`src/rtl/lcd_cmd_scheduler_pkg.sv`:
```
`default_nettype none
// +--------------------------------------------------------------------+
// | lcd_sched_pkg: shared types/constants for the LCD command scheduler |
// | rev 1.0                                                            |
// +--------------------------------------------------------------------+
package lcd_sched_pkg;

  typedef enum logic [2:0] {
    ST_INIT_WAIT = 3'd0,
    ST_INIT_LOAD = 3'd1,
    ST_SETUP     = 3'd2,
    ST_PULSE     = 3'd3,
    ST_HOLD      = 3'd4,
    ST_WAIT      = 3'd5,
    ST_IDLE      = 3'd6
  } state_t;

  localparam logic [7:0] INIT_BYTE_0 = 8'h38;
  localparam logic [7:0] INIT_BYTE_1 = 8'h0C;
  localparam logic [7:0] INIT_BYTE_2 = 8'h01;
  localparam logic [7:0] INIT_BYTE_3 = 8'h06;

  localparam int unsigned LCD_DATA_MSB = 7;
  localparam int unsigned LCD_RS_BIT   = 8;
  localparam int unsigned LCD_RW_BIT   = 9;
  localparam int unsigned LCD_EN_BIT   = 10;
  localparam int unsigned LCD_ON_BIT   = 11;

  function automatic logic [7:0] init_byte(input logic [1:0] idx);
    logic [7:0] b;
    b = INIT_BYTE_0;
    case (idx)
      2'd0: b = INIT_BYTE_0;
      2'd1: b = INIT_BYTE_1;
      2'd2: b = INIT_BYTE_2;
      2'd3: b = INIT_BYTE_3;
      default: b = INIT_BYTE_0;
    endcase
    return b;
  endfunction

  // Clear display (0x01) and return home (0x02/0x03) need the long execution wait.
  function automatic logic is_clear_home(input logic rs, input logic [7:0] data);
    return !rs && ((data == 8'h01) || (data == 8'h02) || (data == 8'h03));
  endfunction

endpackage
`default_nettype wire

```
`src/rtl/lcd_cmd_scheduler_if.sv`:
```
`default_nettype none
// +--------------------------------------------------------------------+
// | lcd_cmd_scheduler_if: single-byte write request channel            |
// | rev 1.0                                                            |
// +--------------------------------------------------------------------+
interface lcd_cmd_scheduler_if;
  logic       valid;
  logic       rs;
  logic [7:0] data;
  logic       ready;

  modport master (output valid, output rs, output data, input ready);
  modport slave  (input valid, input rs, input data, output ready);
endinterface
`default_nettype wire

```
`src/rtl/lcd_cmd_scheduler_arb.sv`:
```
`default_nettype none
// +--------------------------------------------------------------------+
// | lcd_rr_arbiter: 2-way round-robin arbiter, bit 0 = A, bit 1 = B     |
// | rev 1.0                                                            |
// +--------------------------------------------------------------------+
module lcd_rr_arbiter (
  input  wire logic       clk,
  input  wire logic       rst,
  input  wire logic       enable,
  input  wire logic [1:0] req,
  output logic      [1:0] grant
);

  // 1 = B was granted last; resets to B so that A wins the first contention.
  logic last_grant;

  always_comb begin
    grant = 2'b00;
    if (enable) begin
      case (req)
        2'b01:   grant = 2'b01;
        2'b10:   grant = 2'b10;
        2'b11:   grant = last_grant ? 2'b01 : 2'b10;
        default: grant = 2'b00;
      endcase
    end
  end

  // A grant is only raised for a valid request, so any grant is a handshake.
  always_ff @(posedge clk) begin
    if (rst) begin
      last_grant <= 1'b1;
    end else if (|grant) begin
      last_grant <= grant[1];
    end
  end

endmodule
`default_nettype wire

```
`src/rtl/lcd_cmd_scheduler.sv`:
```
`default_nettype none
// +--------------------------------------------------------------------+
// | lcd_cmd_scheduler: HD44780 init, 2-way write arbitration, bus timing|
// | rev 1.0                                                            |
// +--------------------------------------------------------------------+
module lcd_cmd_scheduler
  import lcd_sched_pkg::*;
#(
  parameter int unsigned SETUP_CYC      = 3,
  parameter int unsigned PULSE_CYC      = 25,
  parameter int unsigned CMD_WAIT_CYC   = 2000,
  parameter int unsigned CLEAR_WAIT_CYC = 82000,
  parameter int unsigned INIT_WAIT_CYC  = 750000
) (
  input  wire logic             clk_clk,
  input  wire logic             reset_reset,
  lcd_cmd_scheduler_if.slave    a,
  lcd_cmd_scheduler_if.slave    b,
  output logic           [11:0] lcd_bus,
  output logic                  init_done,
  output logic                  busy
);

  localparam int unsigned MAX_0   = (SETUP_CYC > PULSE_CYC) ? SETUP_CYC : PULSE_CYC;
  localparam int unsigned MAX_1   = (MAX_0 > CMD_WAIT_CYC) ? MAX_0 : CMD_WAIT_CYC;
  localparam int unsigned MAX_2   = (MAX_1 > CLEAR_WAIT_CYC) ? MAX_1 : CLEAR_WAIT_CYC;
  localparam int unsigned MAX_CYC = (MAX_2 > INIT_WAIT_CYC) ? MAX_2 : INIT_WAIT_CYC;
  localparam int          CNT_W   = $clog2(MAX_CYC) + 1;

  // Each timed state loads N-1 and leaves when the counter reads zero: N cycles.
  localparam logic [CNT_W-1:0] SETUP_LD = CNT_W'(SETUP_CYC - 1);
  localparam logic [CNT_W-1:0] PULSE_LD = CNT_W'(PULSE_CYC - 1);
  localparam logic [CNT_W-1:0] CMD_LD   = CNT_W'(CMD_WAIT_CYC - 1);
  localparam logic [CNT_W-1:0] CLEAR_LD = CNT_W'(CLEAR_WAIT_CYC - 1);
  localparam logic [CNT_W-1:0] INIT_LD  = CNT_W'(INIT_WAIT_CYC - 1);

  state_t           state;
  logic [CNT_W-1:0] cnt;
  logic [1:0]       init_idx;
  logic             cur_rs;
  logic [7:0]       cur_data;
  logic [1:0]       grant;
  logic             arb_en;
  logic             fire;
  logic             cnt_zero;

  assign arb_en   = (state == ST_IDLE) && init_done;
  assign fire     = |grant;
  assign cnt_zero = (cnt == '0);
  assign busy     = (state != ST_IDLE);
  assign a.ready  = grant[0];
  assign b.ready  = grant[1];

  lcd_rr_arbiter u_arb (
    .clk    (clk_clk),
    .rst    (reset_reset),
    .enable (arb_en),
    .req    ({b.valid, a.valid}),
    .grant  (grant)
  );

  always_ff @(posedge clk_clk) begin
    if (reset_reset) begin
      state     <= ST_INIT_WAIT;
      cnt       <= INIT_LD;
      init_idx  <= 2'd0;
      init_done <= 1'b0;
      cur_rs    <= 1'b0;
      cur_data  <= 8'h00;
      lcd_bus   <= 12'h000;
    end else begin
      // Bus mirrors the state one cycle later, so EN rises SETUP_CYC+1 after the load.
      lcd_bus[LCD_DATA_MSB:0] <= cur_data;
      lcd_bus[LCD_RS_BIT]     <= cur_rs;
      lcd_bus[LCD_RW_BIT]     <= 1'b0;
      lcd_bus[LCD_EN_BIT]     <= (state == ST_PULSE);
      lcd_bus[LCD_ON_BIT]     <= 1'b1;

      case (state)
        ST_INIT_WAIT: begin
          if (cnt_zero) state <= ST_INIT_LOAD;
          else          cnt   <= cnt - CNT_W'(1);
        end
        ST_INIT_LOAD: begin
          cur_rs   <= 1'b0;
          cur_data <= init_byte(init_idx);
          cnt      <= SETUP_LD;
          state    <= ST_SETUP;
        end
        ST_SETUP: begin
          if (cnt_zero) begin
            cnt   <= PULSE_LD;
            state <= ST_PULSE;
          end else begin
            cnt <= cnt - CNT_W'(1);
          end
        end
        ST_PULSE: begin
          if (cnt_zero) begin
            cnt   <= SETUP_LD;
            state <= ST_HOLD;
          end else begin
            cnt <= cnt - CNT_W'(1);
          end
        end
        ST_HOLD: begin
          if (cnt_zero) begin
            cnt   <= is_clear_home(cur_rs, cur_data) ? CLEAR_LD : CMD_LD;
            state <= ST_WAIT;
          end else begin
            cnt <= cnt - CNT_W'(1);
          end
        end
        ST_WAIT: begin
          if (!cnt_zero) begin
            cnt <= cnt - CNT_W'(1);
          end else if (init_done) begin
            state <= ST_IDLE;
          end else if (init_idx == 2'd3) begin
            init_done <= 1'b1;
            state     <= ST_IDLE;
          end else begin
            init_idx <= init_idx + 2'd1;
            state    <= ST_INIT_LOAD;
          end
        end
        ST_IDLE: begin
          if (fire) begin
            cur_rs   <= grant[1] ? b.rs : a.rs;
            cur_data <= grant[1] ? b.data : a.data;
            cnt      <= SETUP_LD;
            state    <= ST_SETUP;
          end
        end
        default: begin
          cnt   <= INIT_LD;
          state <= ST_INIT_WAIT;
        end
      endcase
    end
  end

endmodule
`default_nettype wire

```
`src/flat_wrapper.sv`:
```
// flat-port wrapper written by rule: the top's interface ports become plain ports
module lcd_cmd_scheduler_flat import lcd_sched_pkg::*;
#(
  parameter int unsigned SETUP_CYC      = 3,
  parameter int unsigned PULSE_CYC      = 25,
  parameter int unsigned CMD_WAIT_CYC   = 2000,
  parameter int unsigned CLEAR_WAIT_CYC = 82000,
  parameter int unsigned INIT_WAIT_CYC  = 750000
)
  (clk_clk, reset_reset, lcd_bus, init_done, busy, a_valid, a_rs, a_data, a_ready, b_valid, b_rs, b_data, b_ready);
  lcd_cmd_scheduler_if a_i ();
  lcd_cmd_scheduler_if b_i ();
  input  wire logic clk_clk;
  input  wire logic reset_reset;
  output logic           [11:0] lcd_bus;
  output logic init_done;
  output logic busy;
  input wire logic [$bits(a_i.valid)-1:0] a_valid;
  input wire logic [$bits(a_i.rs)-1:0] a_rs;
  input wire logic [$bits(a_i.data)-1:0] a_data;
  output wire logic [$bits(a_i.ready)-1:0] a_ready;
  input wire logic [$bits(b_i.valid)-1:0] b_valid;
  input wire logic [$bits(b_i.rs)-1:0] b_rs;
  input wire logic [$bits(b_i.data)-1:0] b_data;
  output wire logic [$bits(b_i.ready)-1:0] b_ready;
  assign a_i.valid = a_valid;
  assign a_i.rs = a_rs;
  assign a_i.data = a_data;
  assign a_ready = a_i.ready;
  assign b_i.valid = b_valid;
  assign b_i.rs = b_rs;
  assign b_i.data = b_data;
  assign b_ready = b_i.ready;
  lcd_cmd_scheduler #(.SETUP_CYC(SETUP_CYC), .PULSE_CYC(PULSE_CYC), .CMD_WAIT_CYC(CMD_WAIT_CYC), .CLEAR_WAIT_CYC(CLEAR_WAIT_CYC), .INIT_WAIT_CYC(INIT_WAIT_CYC)) u_core (.clk_clk(clk_clk), .reset_reset(reset_reset), .a(a_i), .b(b_i), .lcd_bus(lcd_bus), .init_done(init_done), .busy(busy));
endmodule
```
`config.mk`:
```
export PLATFORM = sky130hd
export DESIGN_NAME = lcd_cmd_scheduler_flat
export DESIGN_NICKNAME = d
export VERILOG_FILES = /design/src/rtl/lcd_cmd_scheduler_pkg.sv /design/src/rtl/lcd_cmd_scheduler_if.sv /design/src/rtl/lcd_cmd_scheduler_arb.sv /design/src/rtl/lcd_cmd_scheduler.sv /design/src/flat_wrapper.sv
export SDC_FILE = /design/constraint.sdc
export NUM_CORES = 1
export LEC_CHECK = 0
export CELL_PAD_IN_SITES_DETAIL_PLACEMENT = 0
export CELL_PAD_IN_SITES_GLOBAL_PLACEMENT = 1
export CORE_AREA = 3 3 91 93
export CTS_BUF_LIST = sky130_fd_sc_hd__clkbuf_8
export DETAILED_ROUTE_END_ITERATION = 10
export DIE_AREA = 0 0 94 96
export PLACE_DENSITY_LB_ADDON = 0.1
export SETUP_SLACK_MARGIN = 0.02
export SKIP_CTS_REPAIR_TIMING = 1
export SLEW_MARGIN = 20
export SYNTH_ARGS = -nofsm -noshare
export SYNTH_HDL_FRONTEND = slang
export SYNTH_SLANG_ARGS = --single-unit
```
`constraint.sdc`:
```
create_clock -name clk_clk -period 2.35 [get_ports clk_clk]
set_clock_uncertainty 0.2 [all_clocks]
set_input_delay 0.235 -clock clk_clk [delete_from_list [all_inputs] [get_ports clk_clk]]
set_output_delay 0.235 -clock clk_clk [all_outputs]
set_load 0.01 [all_outputs]
```
# After elaboration in Yosys (flattened, before gate mapping)
# Index checks and enable logic that the tools add are counted.
[op_classes]
add_sub_neg = 2
mul = 0
div = 0
n_lt_le_gt_ge = 0
n_eq_ne = 23
shifts = 0
mux = 29
bitwise = 2
reduce_logical = 16
[op_table]
columns = ["op", "count"]
rows = [
  ["21-bit case mux with 6 select lines", 1],
  ["21-bit two-way mux", 5],
  ["8-bit case mux with 4 select lines", 1],
  ["3-bit two-way mux", 8],
  ["21-bit zero test", 1],
  ["3-bit case mux with 7 select lines", 1],
  ["21-bit by 1-bit subtractor with 21-bit output (second input constant)", 1],
  ["17-bit two-way mux", 1],
  ["8-bit by 2-bit == test with 1-bit output (second input constant)", 2],
  ["8-bit two-way mux", 2],
  ["8-bit case mux with 2 select lines", 1],
  ["12-bit two-way mux", 1],
  ["2-bit by 1-bit inequality test with 1-bit output (second input constant)", 6],
  ["3-bit == test (second input constant)", 3],
  ["2-bit == test (second input constant)", 4],
  ["8-bit by 1-bit == test with 1-bit output (second input constant)", 1],
  ["3-bit by 2-bit == test with 1-bit output (second input constant)", 2],
  ["2-bit case mux with 3 select lines", 1],
  ["2-bit AND reduction", 3],
  ["6-bit AND reduction", 1],
  ["2-bit by 1-bit == test with 1-bit output (second input constant)", 2],
  ["1-bit two-way mux", 4],
  ["2-bit two-way mux", 2],
  ["4-bit AND reduction", 1],
  ["other kinds (13)", 17],
]
[word_totals]
register_bits = 49
latch_bits = 0
mem_bits_rw = 0
mem_bits_ro = 0
in_bits = 22
output_inout_bits = 16
wordCells = 81
mem_count = 0

# Logic depth before layout (Yosys ltp)
# Gate-level depths: netlist of run 1.
[depth]
ltp_word = 7
depth_mapped = 9
ltp_nobuf = 8

# By module
# From an unflattened synthesis of run 1, not the netlist that was laid out.
[unflattened]
hier_cells = 343
hier_area_um2 = 2773.9
[modules_own_cells]
columns = ["mod", "n_inst", "cells_per_inst", "area_per_inst_um2"]
rows = [
  ["lcd_cmd_scheduler", 1, 335, 2715.1],
  ["lcd_rr_arbiter", 1, 8, 58.8],
]

# Worst setup path after synthesis of run 1
# No wires, ideal clock.
[synth_path]
kind = "flip-flop to flip-flop"
startpoint = "register u_core.cnt[0]"
endpoint = "register u_core.cnt[2]"
setup_ps = 120
arrival_ps = 2111
slack_ps = -80
path_stages_with_launch = 9
synth_period_minus_slack_ps = 2430
path_cell_list = "dfxtp_1 -> inv_1 -> ha_1 -> nor2b_1 -> nand4b_4 -> o41ai_4 -> or3b_1 -> a221oi_1 -> a211o_1"
[synth_via]
elab_chain_cells = 3
[synth_lines]
columns = ["item", "line", "source"]
rows = [
  ["start: declaration", "lcd_cmd_scheduler.sv:38", "logic [CNT_W-1:0] cnt;"],
  ["start signal: assignment", "lcd_cmd_scheduler.sv:82", "else cnt <= cnt - CNT_W'(1);"],
  ["start signal: assignment", "lcd_cmd_scheduler.sv:95", "cnt <= cnt - CNT_W'(1);"],
  ["start signal: assignment", "lcd_cmd_scheduler.sv:103", "cnt <= cnt - CNT_W'(1);"],
  ["21-bit by 1-bit subtractor with 21-bit output or 21-bit zero test (tied branches)", "-", ""],
  ["21-bit two-way mux (tied with other cells)", "lcd_cmd_scheduler.sv:81, lcd_cmd_scheduler.sv:115", ""],
  ["21-bit case mux with 6 select lines or 2-bit AND reduction (tied branches)", "-", ""],
]
# Several ways; a longest one is shown, not always the timed one. The select of a mux whose other input is x is not followed.
# A chain may end at the register's enable or synchronous reset.

# Worst setup path in the final report of run 1
[layout_path]
startpoint = "register u_core.state[1]"
endpoint = "output b_ready"
[layout_via]
elab_chain_cells = 3
[layout_lines]
columns = ["item", "line", "source"]
rows = [
  ["start: declaration", "lcd_cmd_scheduler.sv:37", "state_t state;"],
  ["start signal: assignment", "lcd_cmd_scheduler.sv:64", "state <= ST_INIT_WAIT;"],
  ["start signal: assignment", "lcd_cmd_scheduler.sv:81", "if (cnt_zero) state <= ST_INIT_LOAD;"],
  ["start signal: assignment", "lcd_cmd_scheduler.sv:88", "state <= ST_SETUP;"],
  ["3-bit == test", "lcd_cmd_scheduler.sv:47", "assign arb_en = (state == ST_IDLE) && init_done;"],
  ["1-bit logical AND", "lcd_cmd_scheduler.sv:47", ""],
  ["2-bit two-way mux", "lcd_cmd_scheduler_arb.sv:19", "if (enable) begin"],
  ["end: declaration", "flat_wrapper.sv:25", "output wire logic [$bits(b_i.ready)-1:0] b_ready;"],
]
# Every way passes these cells.

==> impl_metrics.json, run 1 <==
{
  "gp_congestion": 0.877,
  "synth_fp_nets": 396,
  "die_area_mm2": 0.00902,
  "core_area_mm2": 0.00761,
  "ant_nets": 0,
  "pwr-share-clk_pct": 41.2,
  "hold_path_depth": 2,
  "io_pins": 38,
  "syn-cell-area_mm2": 0.00285,
  "grt_max_degree": 35,
  "power.total_uw": 1570,
  "port_buffers": 36,
  "synth-async-reset-ratio_pct": 0,
  "intPower_uw": 1200,
  "required_ns": 1.91,
  "clk_path_buf_depth": 2,
  "drc": 0,
  "die_w_um": 94,
  "hp-start": "u_core.cnt[14]",
  "cts_sinks": 48,
  "timing.rr.end": "u_core.cnt[19]",
  "instances_no_fill": 542,
  "root_buffer": "clkbuf_8",
  "worstHoldEndpoint": "u_core.cnt[14]",
  "r2r_slack_ns": 0.10,
  "hp-class": "flop to flop",
  "h-tree-depth": 2,
  "row_count": 32,
  "rsz0062_at_grt": "yes",
  "synth_flop_cell": "dfxtp_1",
  "cp_max_fo": 6,
  "fill_cells": 781,
  "setup_viol": 0,
  "dp_hpwl_mm": 6.95,
  "post-route-util_pct": 49.3,
  "ys_ff_latch": 48,
  "cp-start-kind": "flop",
  "numCtsBuffers": 5,
  "yosysWarnings": 0,
  "grtUsageTotal_pct": 21.5,
  "die_h_um": 96,
  "hold_slack_ns": 0.276,
  "timing.rr.start": "u_core.cnt[15]",
  "critPathKind": "flop to output pin",
  "period_share_pct": 98.0,
  "grt_pass1_vias": 3022,
  "antenna_found_initial": 0,
  "pwr-share-seq_pct": 52.3,
  "synth_edf_count": 0,
  "drt_iter0_drc": 300,
  "cap_violations": 0,
  "outcome": "complete, no violations",
  "syn_inst": 369,
  "power_density_mw_per_mm2": 419,
  "swShare_pct": 23.7,
  "leakagePower_uw": 0.00146,
  "insertion_delay_ns": 0.31,
  "slew_viol_final": 0,
  "avgRoutedWirePerCell_um": 17.0,
  "antenna_cells": 0,
  "grt.overflow.total": 0,
  "ir_drop_mv": 0.282,
  "comb_power_share_pct": 6.5,
  "pre_cts_ws_ns": 0.0546,
  "syn2layout_area_growth_pct": 31.6,
  "cts_tree": "built",
  "first_pass_iters": 5,
  "vias_per_cell": 5.59,
  "place_inst": 533,
  "critPathArrivalTime_ns": 1.87,
  "synth.distinct_cells": 68,
  "grt_pass1_wl_mm": 15.2,
  "end_kind": "output pin",
  "period_needed_ns": 2.30,
  "drt-total-wl_mm": 9.24,
  "initial_core_util_pct": 37.5,
  "setup_slack_ns": 0.0473,
  "syn_area_per_cell_um2": 7.73,
  "layout-drive-gt1-share_pct": 17.0,
  "power.switching_uw": 373,
  "layout.nets": 466,
  "hold_viol": 0,
  "synth-seq-area-share_pct": 33.7,
  "vias": 3031,
  "clk_pin_slew_ns": 0.10,
  "rr_worst_depth": 6,
  "max_freq_ghz": 0.434
}
## power groups by stage
stage | Sequential, µW | Clock, µW | Combinational, µW
3_5_place_dp | 841 | 0 | 100
6_report | 823 | 647 | 102
4_1_cts | 822 | 667 | 101
3_3_place_gp | 841 | 0 | 101
2_1_floorplan | 843 | 0 | 34.0
5_1_grt | 823 | 698 | 110
## layout make-up
| type | count | area [µm²] | area share (%) |
|---|---|---|---|
| clock inverters | 3 | 46.3 | 1.23 |
| repair buffers | 83 | 726 | 19.3 |
| flip-flops and latches | 48 | 965 | 25.7 |
| multi-input cells | 286 | 1760 | 47.0 |
| clock buffers | 5 | 68.8 | 1.83 |
| well taps | 102 | 128 | 3.40 |
| inverters | 15 | 56.3 | 1.50 |
## worst max path at each step
stage               slack, ns              to             from
detailed placement       0.05  u_core.cnt[19]          a_valid
global placement         0.07  u_core.cnt[19]          a_valid
global route            -0.02         b_ready  u_core.state[1]
finish                   0.05         b_ready  u_core.state[1]
floorplan                0.04  u_core.cnt[19]    u_core.cnt[0]
CTS                     -0.07         b_ready  u_core.state[2]
## synthesized netlist by cell type, types with 3 or more instances
cell	count	area share, %
ha_1	5	2.2
nand3_1	15	2.6
mux2i_1	3	1.1
nand2_1	41	5.4
a21oi_1	28	4.9
o22ai_1	3	0.66
inv_1	12	1.6
o21ai_1	6	1.1
o211ai_1	5	1.3
and2_1	5	1.1
nor2b_1	11	2.4
or3_1	4	0.88
a221oi_1	4	1.2
o21ai_0	12	2.1
a22o_1	3	0.92
o31ai_1	3	0.79
nor4_1	10	2.2
nor3_1	17	3.0
dfxtp_1	48	34
clkbuf_1	13	1.7
xnor2_1	4	1.2
nor2_1	42	5.5
a31oi_1	7	1.5
nand4_1	9	2.0
o221ai_1	3	0.92
## flip-flops by register name (all words and copies together) (netlist names)
name / count
u_core.u_arb.last_grant: 1
u_core.init_done: 1
u_core.cnt: 21
u_core.state: 3
u_core.cur_data: 8
u_core.init_idx: 2
u_core.cur_rs: 1
u_core.lcd_bus: 11
## cell usage in the layout, fill, tap and decap left out, types with 3 or more instances in the layout
| master | netlist | final |
|---|---|---|
| nor2_1 | 42 | 42 |
| o21ai_1 | 6 | 6 |
| o22ai_1 | 3 | 3 |
| and2_1 | 5 | 5 |
| a221oi_1 | 4 | 4 |
| dfxtp_2 | 0 | 3 |
| buf_4 | 1 | 46 |
| o221ai_1 | 3 | 3 |
| nand2_1 | 41 | 40 |
| o21ai_0 | 12 | 12 |
| a22o_1 | 3 | 3 |
| nor3_1 | 17 | 14 |
| o211ai_1 | 5 | 5 |
| nand4_1 | 9 | 9 |
| nand3_1 | 15 | 15 |
| a31oi_1 | 7 | 7 |
| or3_1 | 4 | 4 |
| dfxtp_1 | 48 | 45 |
| nor4_1 | 10 | 10 |
| clkdlybuf4s50_1 | 0 | 36 |
| o31ai_1 | 3 | 3 |
| ha_1 | 5 | 5 |
| inv_1 | 12 | 12 |
| a21oi_1 | 28 | 28 |
| xnor2_1 | 4 | 4 |
| nor2b_1 | 11 | 10 |
| mux2i_1 | 3 | 3 |
| nor3_2 | 0 | 3 |
| clkbuf_8 | 0 | 5 |
## cell families after synthesis
group | share of synthesized area, %
DFF | 33.7
xor gates and xnor gates | 1.54
adders and majority gates | 2.19
buffers and inverters | 5.35
muxes | 1.05
AOI/OAI and AO/OA | 23.2
and+or+nand+nor | 32.9
other | 0.132
## metrics by stage
stage          instance area [µm²]  TNS [ns]
6_report                      3750         0
5_1_grt                       3750   -0.0231
4_1_cts                       3720   -0.0936
3_5_place_dp                  3600         0
3_3_place_gp                  3600         0
2_1_floorplan                 2850         0
## per-layer routing
| layer | track usage (%) | share of wire [%] |
|---|---|---|
| met1 | 27.6 | 46 |
| met2 | 37.4 | 49 |
| met3 | 3.44 | 4.8 |
| met4 | 5.90 | 0.75 |
| met5 | 0 | 0 |
## worst max-delay path, stage by stage (launching register included)
cell and delay [ns]:
dfxtp_1 0.44, and3b_2 0.28, nand4_1 0.16, inv_2 0.13, clkdlybuf4s50_1 0.55
No activity file was read; power rests on OpenSTA's default activity.
==> inputs of run 2 (changes only) <==
--- a/config.mk
+++ b/config.mk
@@ -7,10 +7,10 @@
 export LEC_CHECK = 0
 export CELL_PAD_IN_SITES_DETAIL_PLACEMENT = 0
 export CELL_PAD_IN_SITES_GLOBAL_PLACEMENT = 1
-export CORE_AREA = 3 3 91 93
+export CORE_AREA = 2 2 90 92
 export CTS_BUF_LIST = sky130_fd_sc_hd__clkbuf_8
 export DETAILED_ROUTE_END_ITERATION = 10
-export DIE_AREA = 0 0 94 96
+export DIE_AREA = 0 0 92 94
 export PLACE_DENSITY_LB_ADDON = 0.1
 export SETUP_SLACK_MARGIN = 0.02
 export SKIP_CTS_REPAIR_TIMING = 1
==> impl_metrics.json, run 2 (synthesis gave the netlist of run 1 again) <==
{
  "vias": 3049,
  "power_density_mw_per_mm2": 404,
  "hp-start": "u_core.cnt[14]",
  "antenna_found_initial": 0,
  "slew_viol_final": 0,
  "regMostFlops": "u_core.cnt",
  "required_ns": 2.36,
  "cap_violations": 0,
  "layout_common_cells": "57 x buf_4, 45 x dfxtp_1, 41 x nor2_1",
  "h-tree-depth": 2,
  "drt_iter0_drc": 173,
  "dp_hpwl_mm": 6.87,
  "avgRoutedWirePerCell_um": 16.3,
  "period_share_pct": 95.6,
  "numCtsBuffers": 5,
  "root_buffer": "clkbuf_8",
  "timing.rr.start": "u_core.cnt[15]",
  "ant_nets": 0,
  "core_area_mm2": 0.00761,
  "die_h_um": 94,
  "outcome": "complete, no violations",
  "grt_pass1_wl_mm": 15.2,
  "leakagePower_uw": 0.00151,
  "max_freq_ghz": 0.445,
  "hold_viol": 0,
  "first_pass_iters": 4,
  "clk_path_buf_depth": 2,
  "layout.nets": 478,
  "setup_viol": 0,
  "vias_per_cell": 5.50,
  "grt_pass1_vias": 3110,
  "critPathKind": "flop to flop",
  "insertion_delay_ns": 0.31,
  "cts_sinks": 48,
  "top_regs": "u_core.cnt x21, u_core.lcd_bus x11, u_core.cur_data x8",
  "drt-total-wl_mm": 9.05,
  "cp_max_fo": 7,
  "die_area_mm2": 0.00865,
  "cts_tree": "built",
  "antenna_cells": 0,
  "ir_drop_mv": 0.194,
  "crit_path_start": "u_core.cnt[15]",
  "grtUsageTotal_pct": 21.8,
  "gp_congestion": 0.892,
  "drc": 0,
  "row_count": 32,
  "critPathArrivalTime_ns": 2.25,
  "die_w_um": 92,
  "place_inst": 541,
  "grt_max_degree": 24,
  "io_pins": 38,
  "instances_no_fill": 554,
  "rsz0062_at_grt": "yes",
  "initial_core_util_pct": 37.5,
  "cp-start-kind": "flop",
  "mostFrequentLayoutCell": "buf_4",
  "end_kind": "flop",
  "grt.overflow.total": 0,
  "fill_cells": 760,
  "clk_pin_slew_ns": 0.10,
  "port_buffers": 36,
  "hp-class": "flop to flop",
  "fin_tns_setup_ns": 0,
  "syn2layout_area_growth_pct": 34.9,
  "largest_register_ffs": 21,
  "period_needed_ns": 2.25,
  "layout-drive-gt1-share_pct": 19.0,
  "hold_slack_ns": 0.274
}
==> run 2: changes by cell type in the layout (fill, tap and decap cells not counted) <==
cell     delta
buf_4      +11
buf_6       +1
dfxtp_2     -1
dfxtp_4     +1
nor2_1      -1
nor2_4      +1
nor3_1      +2
nor3_2      -2
==> run 2: per-stage QoR <==
stage / power, µW / util (%) / setup slack [ns] / cell area [µm²]
2_1_floorplan: 877 / - / 0.0435 / 2850
3_3_place_gp: 941 / 48.1 / 0.0867 / 3660
3_5_place_dp: 941 / 48.1 / 0.0402 / 3660
4_1_cts: 1570 / 49.6 / -0.0360 / 3780
5_1_grt: 1610 / 50.6 / -0.0219 / 3850
6_report: 1550 / 50.6 / 0.104 / 3850
==> run 2: worst max-delay path, stage by stage, from the launching register on <==
cell and delay [ns]:
dfxtp_1 0.35, nor4_4 0.40, nand4b_4 0.24, nor4_2 0.36, nor2_2 0.14, buf_4 0.18
a221o_1 0.28
==> run 2: final cells by class <==
cell class	count	area [µm²]	share of cell area [%]
multi-input cells	286	1760	45.8
flip-flops and latches	48	967	25.1
repair buffers	95	820	21.3
well taps	102	128	3.32
clock buffers	5	68.8	1.79
inverters	15	56.3	1.46
clock inverters	3	46.3	1.20
==> run 2: metal layers <==
| metal | up-vias | share of wire [%] | global-route usage, % |
|---|---|---|---|
| li1 | 1516 | - | - |
| met1 | 1427 | 45 | 27.9 |
| met2 | 91 | 48 | 38.8 |
| met3 | 15 | 5.3 | 2.81 |
| met4 | 0 | 1.6 | 6.09 |
| met5 | - | 0 | 0 |
==> run 2: power by group <==
group	switching, µW	internal [µW]	leakage, µW
clock	310	321	0.0000548
sequential	3.20	817	0.000390
combinational	44.3	57.7	0.00107
==> run 2: worst paths after layout <==
check / endpoint / slack (ns) / depth (start not counted)
worst min register to register: u_core.cnt[14] / 0.27 / 2
worst min-delay path: u_core.cnt[14] / 0.27 / 2
worst max register to register: u_core.cnt[17] / 0.10 / 6
worst max-delay path: u_core.cnt[17] / 0.10 / 6
